### src/rtl/lsu_mem_port.sv
// rtl/lsu_mem_port.sv - load/store lane packing and extraction over a req/ack data memory port
// Optional alignment/reserved-size error checking: define LSU_ALIGN_CHECK_EN.
module lsu_mem_port #(
    parameter int ADDR_W = 32
) (
    input  logic              clk,
    input  logic              reset,
    input  logic              req_valid,
    output logic              req_ready,
    input  logic              req_we,
    input  logic [1:0]        req_size,
    input  logic              req_signed,
    input  logic [ADDR_W-1:0] req_addr,
    input  logic [31:0]       req_wdata,
    output logic              resp_valid,
    output logic [31:0]       resp_rdata,
    output logic              resp_err,
    output logic              mem_req,
    output logic              mem_we,
    output logic [ADDR_W-1:0] mem_addr,
    output logic [3:0]        mem_be,
    output logic [31:0]       mem_wdata,
    input  logic              mem_ack,
    input  logic [31:0]       mem_rdata
);

    typedef enum logic [1:0] {IDLE, BUSY, DONE} state_t;

    state_t      state;
    logic        we_q;
    logic        signed_q;
    logic [1:0]  size_q;
    logic [1:0]  lane_q;

    logic [1:0]  size_eff;
    logic [3:0]  be_next;
    logic [31:0] wdata_next;
    logic        req_err;
    logic [7:0]  byte_sel;
    logic [15:0] half_sel;
    logic [31:0] load_ext;

    assign req_ready  = (state == IDLE);
    assign resp_valid = (state == DONE);

    // Request-side packing: lane enables and replicated store data.
    always_comb begin
        size_eff = req_size;
`ifndef LSU_ALIGN_CHECK_EN
        if (req_size == 2'b11) size_eff = 2'b10;
`endif
        case (size_eff)
            2'b00: begin
                be_next    = 4'b0001 << req_addr[1:0];
                wdata_next = {4{req_wdata[7:0]}};
            end
            2'b01: begin
                be_next    = req_addr[1] ? 4'b1100 : 4'b0011;
                wdata_next = {2{req_wdata[15:0]}};
            end
            default: begin
                be_next    = 4'b1111;
                wdata_next = req_wdata;
            end
        endcase
    end

    always_comb begin
`ifdef LSU_ALIGN_CHECK_EN
        req_err = ((req_size == 2'b01) && req_addr[0])
               || ((req_size == 2'b10) && (req_addr[1:0] != 2'b00))
               || (req_size == 2'b11);
`else
        req_err = 1'b0;
`endif
    end

    // Response-side extraction from the returned word using the latched lane.
    always_comb begin
        case (lane_q)
            2'd0:    byte_sel = mem_rdata[7:0];
            2'd1:    byte_sel = mem_rdata[15:8];
            2'd2:    byte_sel = mem_rdata[23:16];
            default: byte_sel = mem_rdata[31:24];
        endcase
        half_sel = lane_q[1] ? mem_rdata[31:16] : mem_rdata[15:0];
        case (size_q)
            2'b00:   load_ext = {{24{signed_q & byte_sel[7]}}, byte_sel};
            2'b01:   load_ext = {{16{signed_q & half_sel[15]}}, half_sel};
            default: load_ext = mem_rdata;
        endcase
    end

    always_ff @(posedge clk) begin
        if (reset) begin
            state      <= IDLE;
            we_q       <= 1'b0;
            signed_q   <= 1'b0;
            size_q     <= 2'b00;
            lane_q     <= 2'b00;
            resp_rdata <= 32'h0;
            resp_err   <= 1'b0;
            mem_req    <= 1'b0;
            mem_we     <= 1'b0;
            mem_addr   <= '0;
            mem_be     <= 4'b0000;
            mem_wdata  <= 32'h0;
        end else begin
            case (state)
                IDLE: begin
                    if (req_valid) begin
                        we_q     <= req_we;
                        signed_q <= req_signed;
                        size_q   <= size_eff;
                        lane_q   <= req_addr[1:0];
                        if (req_err) begin
                            resp_err   <= 1'b1;
                            resp_rdata <= 32'h0;
                            state      <= DONE;
                        end else begin
                            mem_we    <= req_we;
                            mem_addr  <= {req_addr[ADDR_W-1:2], 2'b00};
                            mem_be    <= be_next;
                            mem_wdata <= wdata_next;
                            mem_req   <= 1'b1;
                            state     <= BUSY;
                        end
                    end
                end
                BUSY: begin
                    if (mem_ack) begin
                        mem_req    <= 1'b0;
                        resp_err   <= 1'b0;
                        resp_rdata <= we_q ? 32'h0 : load_ext;
                        state      <= DONE;
                    end
                end
                DONE:    state <= IDLE;
                default: state <= IDLE;
            endcase
        end
    end

endmodule

### config.mk
export PLATFORM = sky130hd
export DESIGN_NAME = lsu_mem_port
export DESIGN_NICKNAME = d
export VERILOG_FILES = /design/src/rtl/lsu_mem_port.sv
export SDC_FILE = /design/constraint.sdc
export NUM_CORES = 1
export LEC_CHECK = 0
export CORE_MARGIN = 2
export CORE_UTILIZATION = 43
export CTS_CLUSTER_SIZE = 8
export DETAILED_ROUTE_END_ITERATION = 10
export GPL_TIMING_DRIVEN = 0
export PLACE_DENSITY = 0.81
export SLEW_MARGIN = 10
export SYNTH_ARGS = -nofsm -noshare
export SYNTH_HDL_FRONTEND = slang
export SYNTH_SLANG_ARGS = --single-unit
### constraint.sdc
create_clock -name clk -period 2.2 [get_ports clk]
set_input_delay 0.66 -clock clk [delete_from_list [all_inputs] [get_ports clk]]
set_output_delay 0.66 -clock clk [all_outputs]
set_load 0.1 [all_outputs]
== Yosys cells after proc, flatten, opt, wreduce, memory -nomap -nowiden ==
Cells that the tools add are included.

* Word-level logic and storage cells: 45
* Output and inout port bits: 105
* Input bits: 104
* Register bits after elaboration: 107

* Reductions and logical operators: 9
* Eq/ne operators: 9
* Bitwise logic cells: 2
* Multiplexer cells: 14
* Shifts and indexed selects: 1

{| class="wikitable"
|+ Operators by type and width
! kind !! number
|-
| $pmux 32 s2 || 2
|-
| $mux 32 || 1
|-
| $pmux 8 s3 || 1
|-
| $mux 16 || 1
|-
| $eq 2x1->1 const B || 4
|-
| $logic_not 2->1 || 4
|-
| $pmux 4 s2 || 1
|-
| $eq 2x2->1 const B || 3
|-
| $mux 2 || 3
|-
| $reduce_and 2->1 || 3
|-
| $mux 4 || 1
|-
| $ne 2x2->1 const B || 2
|-
| $pmux 2 s2 || 1
|-
| $shl 1x2->4 const A || 1
|-
| $reduce_and 3->1 || 1
|-
| $and 1x1->1 || 2
|-
| $mux 1 || 2
|-
| $pmux 1 s2 || 1
|-
| $reduce_bool 2->1 || 1
|}

== Logic depth before layout (Yosys ltp) ==
* Word-level depth: 5
* Gate-level depth with buffers: 7

== Least setup slack after synthesis ==
No wires, ideal clock.

* Path type: flip-flop to output port
* Start: register state[1]
* End: output resp_valid
* Arrival time: 1.734 ns
* Stages on the path, launching flop included: 3
* Data required time: 1.540 ns
* Setup slack: -0.194 ns
* Path through: dfxtp_1 > inv_1 > nor2_1

* Cells in the longest elaborated chain, start to end: 1

{| class="wikitable"
|+ RTL lines
! element !! RTL line !! text
|-
| from (decl) || 29 || <nowiki>state_t state;</nowiki>
|-
| from (signal assigned) || 96 || <nowiki>state <= IDLE;</nowiki>
|-
| from (signal assigned) || 119 || <nowiki>state <= DONE;</nowiki>
|-
| from (signal assigned) || 126 || <nowiki>state <= BUSY;</nowiki>
|-
| $eq 2x2->1 || 44 || <nowiki>assign resp_valid = (state == DONE);</nowiki>
|-
| to (decl) || 15 || <nowiki>output logic resp_valid,</nowiki>
|}

No other way between the ends.

== Worst setup path after layout ==
* Start: register mem_wdata[29]
* End: output mem_wdata[29]

{| class="wikitable"
|+ RTL lines
! element !! RTL line !! text
|-
| from (decl) || 22 || <nowiki>output logic [31:0] mem_wdata,</nowiki>
|-
| from (signal assigned) || 124 || <nowiki>mem_wdata <= wdata_next;</nowiki>
|}

No word-level cell between the ends.

==> results.md <==
* Hold_ws at 0.455 ns
* Total cell area at the placement stage at 0.00706 mm²
* Synth Flop Type: dfxtp_1
* Hold Path Class: reg -> reg
* Final-report max-slew violation count at 0
* Final Critical Period at 2.18 ns
* Clk_lat worst skew at 0.34 ns
* R2R cell count at 6
* Worst Skew at 0.00533 ns
* Syn Std Cell Area at 0.00485 mm²
* DP Worst Slack at -0.354 ns
* Final setup viols at 0
* Die X at 110 µm
* Antenna diodes at 0
* FF/Latch Area at 0.00214 mm²
* Sink Count at 107
* # nets final at 923
* Area of the multi-input gates at 0.00240 mm²
* Type of destination of the critical path: primary output
* Starting Density at 44.3%
* Most common cell in the synthesized netlist: nand2_1
* Die H at 110 µm
* Flops & latches, synth at 107
* Routed Wire Length at 17.2 mm
* Tot Pwr at 5.43 mW
* Synth area leader: dfxtp_1
* Levels on crit path at 1
* Main combinational cell family by area after synthesis: compound AO/OA/AOI/OAI gates
* Slowest stage delay, CP at 0.85 ns
* Delay-heaviest family, CP: buffers and inverters
* Crit Reg-Reg Endpoint: resp_rdata[28]$_SDFFE_PP0P_
* CP max stage cell: clkdlybuf4s15_1
* Syn Inst Count at 603
* Detailed Place HPWL at 13.0 mm
* Synth Area in XOR/XNOR at 0%
* Critical-path cell list: clkdlybuf4s15_1
* Max cap viols at 0
* Origin of the critical flop-to-flop path: state[1]$_SDFFE_PP0P_
* Post-cts hold buffer count at 0
* Critical Path AT at 1.52 ns
* Vias at 5392
* Worst Setup SP: mem_wdata[29]$_SDFFE_PP0P_
* Adder-cell area share of the yosys netlist at 0%
* Slew HR at 34.3%
* Synth area leaders: dfxtp_1 44%, nand2_1 12%, a21oi_1 8.4%
* Post-route ant nets at 0
* Synth warnings at 0
* Remaining routing DRC violations at 0
* Synth cell types at 46
* Initial antenna violation count at 0
* Gr ovfl total at 0
* EDFF count, synth at 0
* Area share of the largest cell type after synthesis at 44.2%
* CP Launch Type: flop
* Gr usage total at 27.9%
* Final GP Congestion at 0.966
* Clock tree buffer depth at 2
* Period Utilization, post-route at 99.3%
* First-pass DRT Iterations at 5
* R2r setup slk at 0.36 ns
* Ys async rst share at 0%
* H-tree lvl count at 3
* Share of the yosys chip area belonging to registers at 44.2%
* Leakage Power at 2.85 nW
* CTS tree: done
* CP Max Fanout at 2
* Synth cell count leaders: 153 x nand2_1, 107 x dfxtp_1, 81 x a21oi_1
* Final hold vios at 0
* WL/cell at 17.8 µm
* Die area at 0.0121 mm²
* Unrepaired setup endpoints after global routing: true
* Peak supply drop at 0.493 mV
* Mux share of post-synthesis cell area at 5.86%
* Area share of and/or/nand/nor cells after synthesis at 17.7%
* Fin area at 0.00709 mm²
* I/O pins at 209
* Slew @ Worst Pin at 0.990 ns
* Layout cells sized above 1 at 17.6%
* I/O Buffers at 202
* Core area at 0.0109 mm²
* Peak Freq at 458 MHz
* Worst Setup EP: mem_wdata[29]
* Num CTS Buffers at 9
* Row Count at 38
* First-pass GRT wire length at 26.1 mm
* Root Buffer: clkbuf_16
* Vias per cell at 5.60
* Compound-cell area share of the yosys netlist at 25.4%
* Final setup margin at 0.0158 ns
* WS Path Type: reg -> out
* Vias in the first global route at 5316
* Crit path buffers/inverters at 1
* Initial DRC count at 286
* Status: finished, final reports clean
* Avg Inst Size Synth at 8.04 µm²
* PD cells at 767 mW/mm²
* Clock Pin Slew Worst Setup and Hold Paths at 0.07 ns
* Data required time of the critical path at 1.54 ns
* Pin count of the biggest net entering global routing at 17
* Fillers at 960
* Area Growth Syn to Fin at 46.2%
==> layer usage <==
layer	wire, µm	up-vias	global-route usage [%]
met1	6520	2526	31.5
li1	-	2536	-
met5	0	-	0
met4	518	0	12.9
met2	8310	283	48.2
met3	1810	47	8.52
==> final cells by class <==
class	instances	share of cell area (%)
Buffer	59	4.02
Clock buffer	11	3.42
Clock inverter	4	0.724
Inverter	13	0.688
Multi-Input combinational cell	426	33.8
Sequential cell	107	30.2
Tap cell	140	2.47
Timing Repair Buffer	203	24.6
==> cells in the final DEF, fill, tap and decap left out, drive strengths merged, types with 2 or more instances in the layout <==
cell and n:
nand2 153, dfxtp 107, clkbuf 107, clkdlybuf4s50 100, a21oi 81, clkdlybuf4s15 40
o21ai 37, nor2 32, buf 26, mux2i 19, a211oi 16, inv 13
nor3 11, a311oi 10, o211ai 8, a221o 8, mux2 8, o31ai 7
a311o 6, a32oi 6, nor2b 3, conb 3, nand2b 2, nand3b 2
clkinv 2
==> what timing repair did <==
item                                    CTS  global route
endpoints found under the setup margin  102           106
gates resized for setup                 205            88
buffers inserted                          0             1
==> how the worst min path moves through the flow <==
stage	from	to	slack (ns)	cells after the start
floorplan	signed_q$_SDFFE_PP0P_	signed_q$_SDFFE_PP0P_	0.46	2
global route	mem_be[1]$_SDFFE_PP0P_	mem_be[1]$_SDFFE_PP0P_	0.47	2
CTS	mem_be[1]$_SDFFE_PP0P_	mem_be[1]$_SDFFE_PP0P_	0.45	2
finish	mem_wdata[25]$_SDFFE_PP0P_	mem_wdata[25]$_SDFFE_PP0P_	0.46	2
global placement	resp_rdata[19]$_SDFFE_PP0P_	resp_rdata[19]$_SDFFE_PP0P_	0.44	2
detailed placement	mem_be[1]$_SDFFE_PP0P_	mem_be[1]$_SDFFE_PP0P_	0.45	2
==> where the power goes <==
group	switching, mW	internal, mW
sequential	0.0644	2.05
clock	0.725	0.909
combinational	1.25	0.439
==> logic make-up (layout without fill, tap and decap cells) <==
| family | after synthesis | count (layout) |
|---|---|---|
| AO/OA/AOI/OAI | 188 | 188 |
| buffers and inverters | 72 | 290 |
| flip-flops | 107 | 107 |
| multiplexers | 27 | 27 |
| other | 1 | 3 |
| AND/OR/NAND/NOR | 208 | 208 |
==> flip-flops by register name, summed over array words and instances (netlist names) <==
name and flops:
mem_req 1, signed_q 1, mem_be 4, mem_addr 30
size_q 2, we_q 1, mem_wdata 32, state 2
lane_q 2, resp_rdata 32
==> stage by stage <==
stage	std cells	util (%)	setup TNS, ns
final	963	64.8	0
after global routing	963	64.8	-0.00279
after CTS	962	67.2	0
after detailed placement	947	64.6	-22.18
after global placement	947	64.6	-18.24
after floorplan	605	-	0
(Power assumes the default switching activity.)
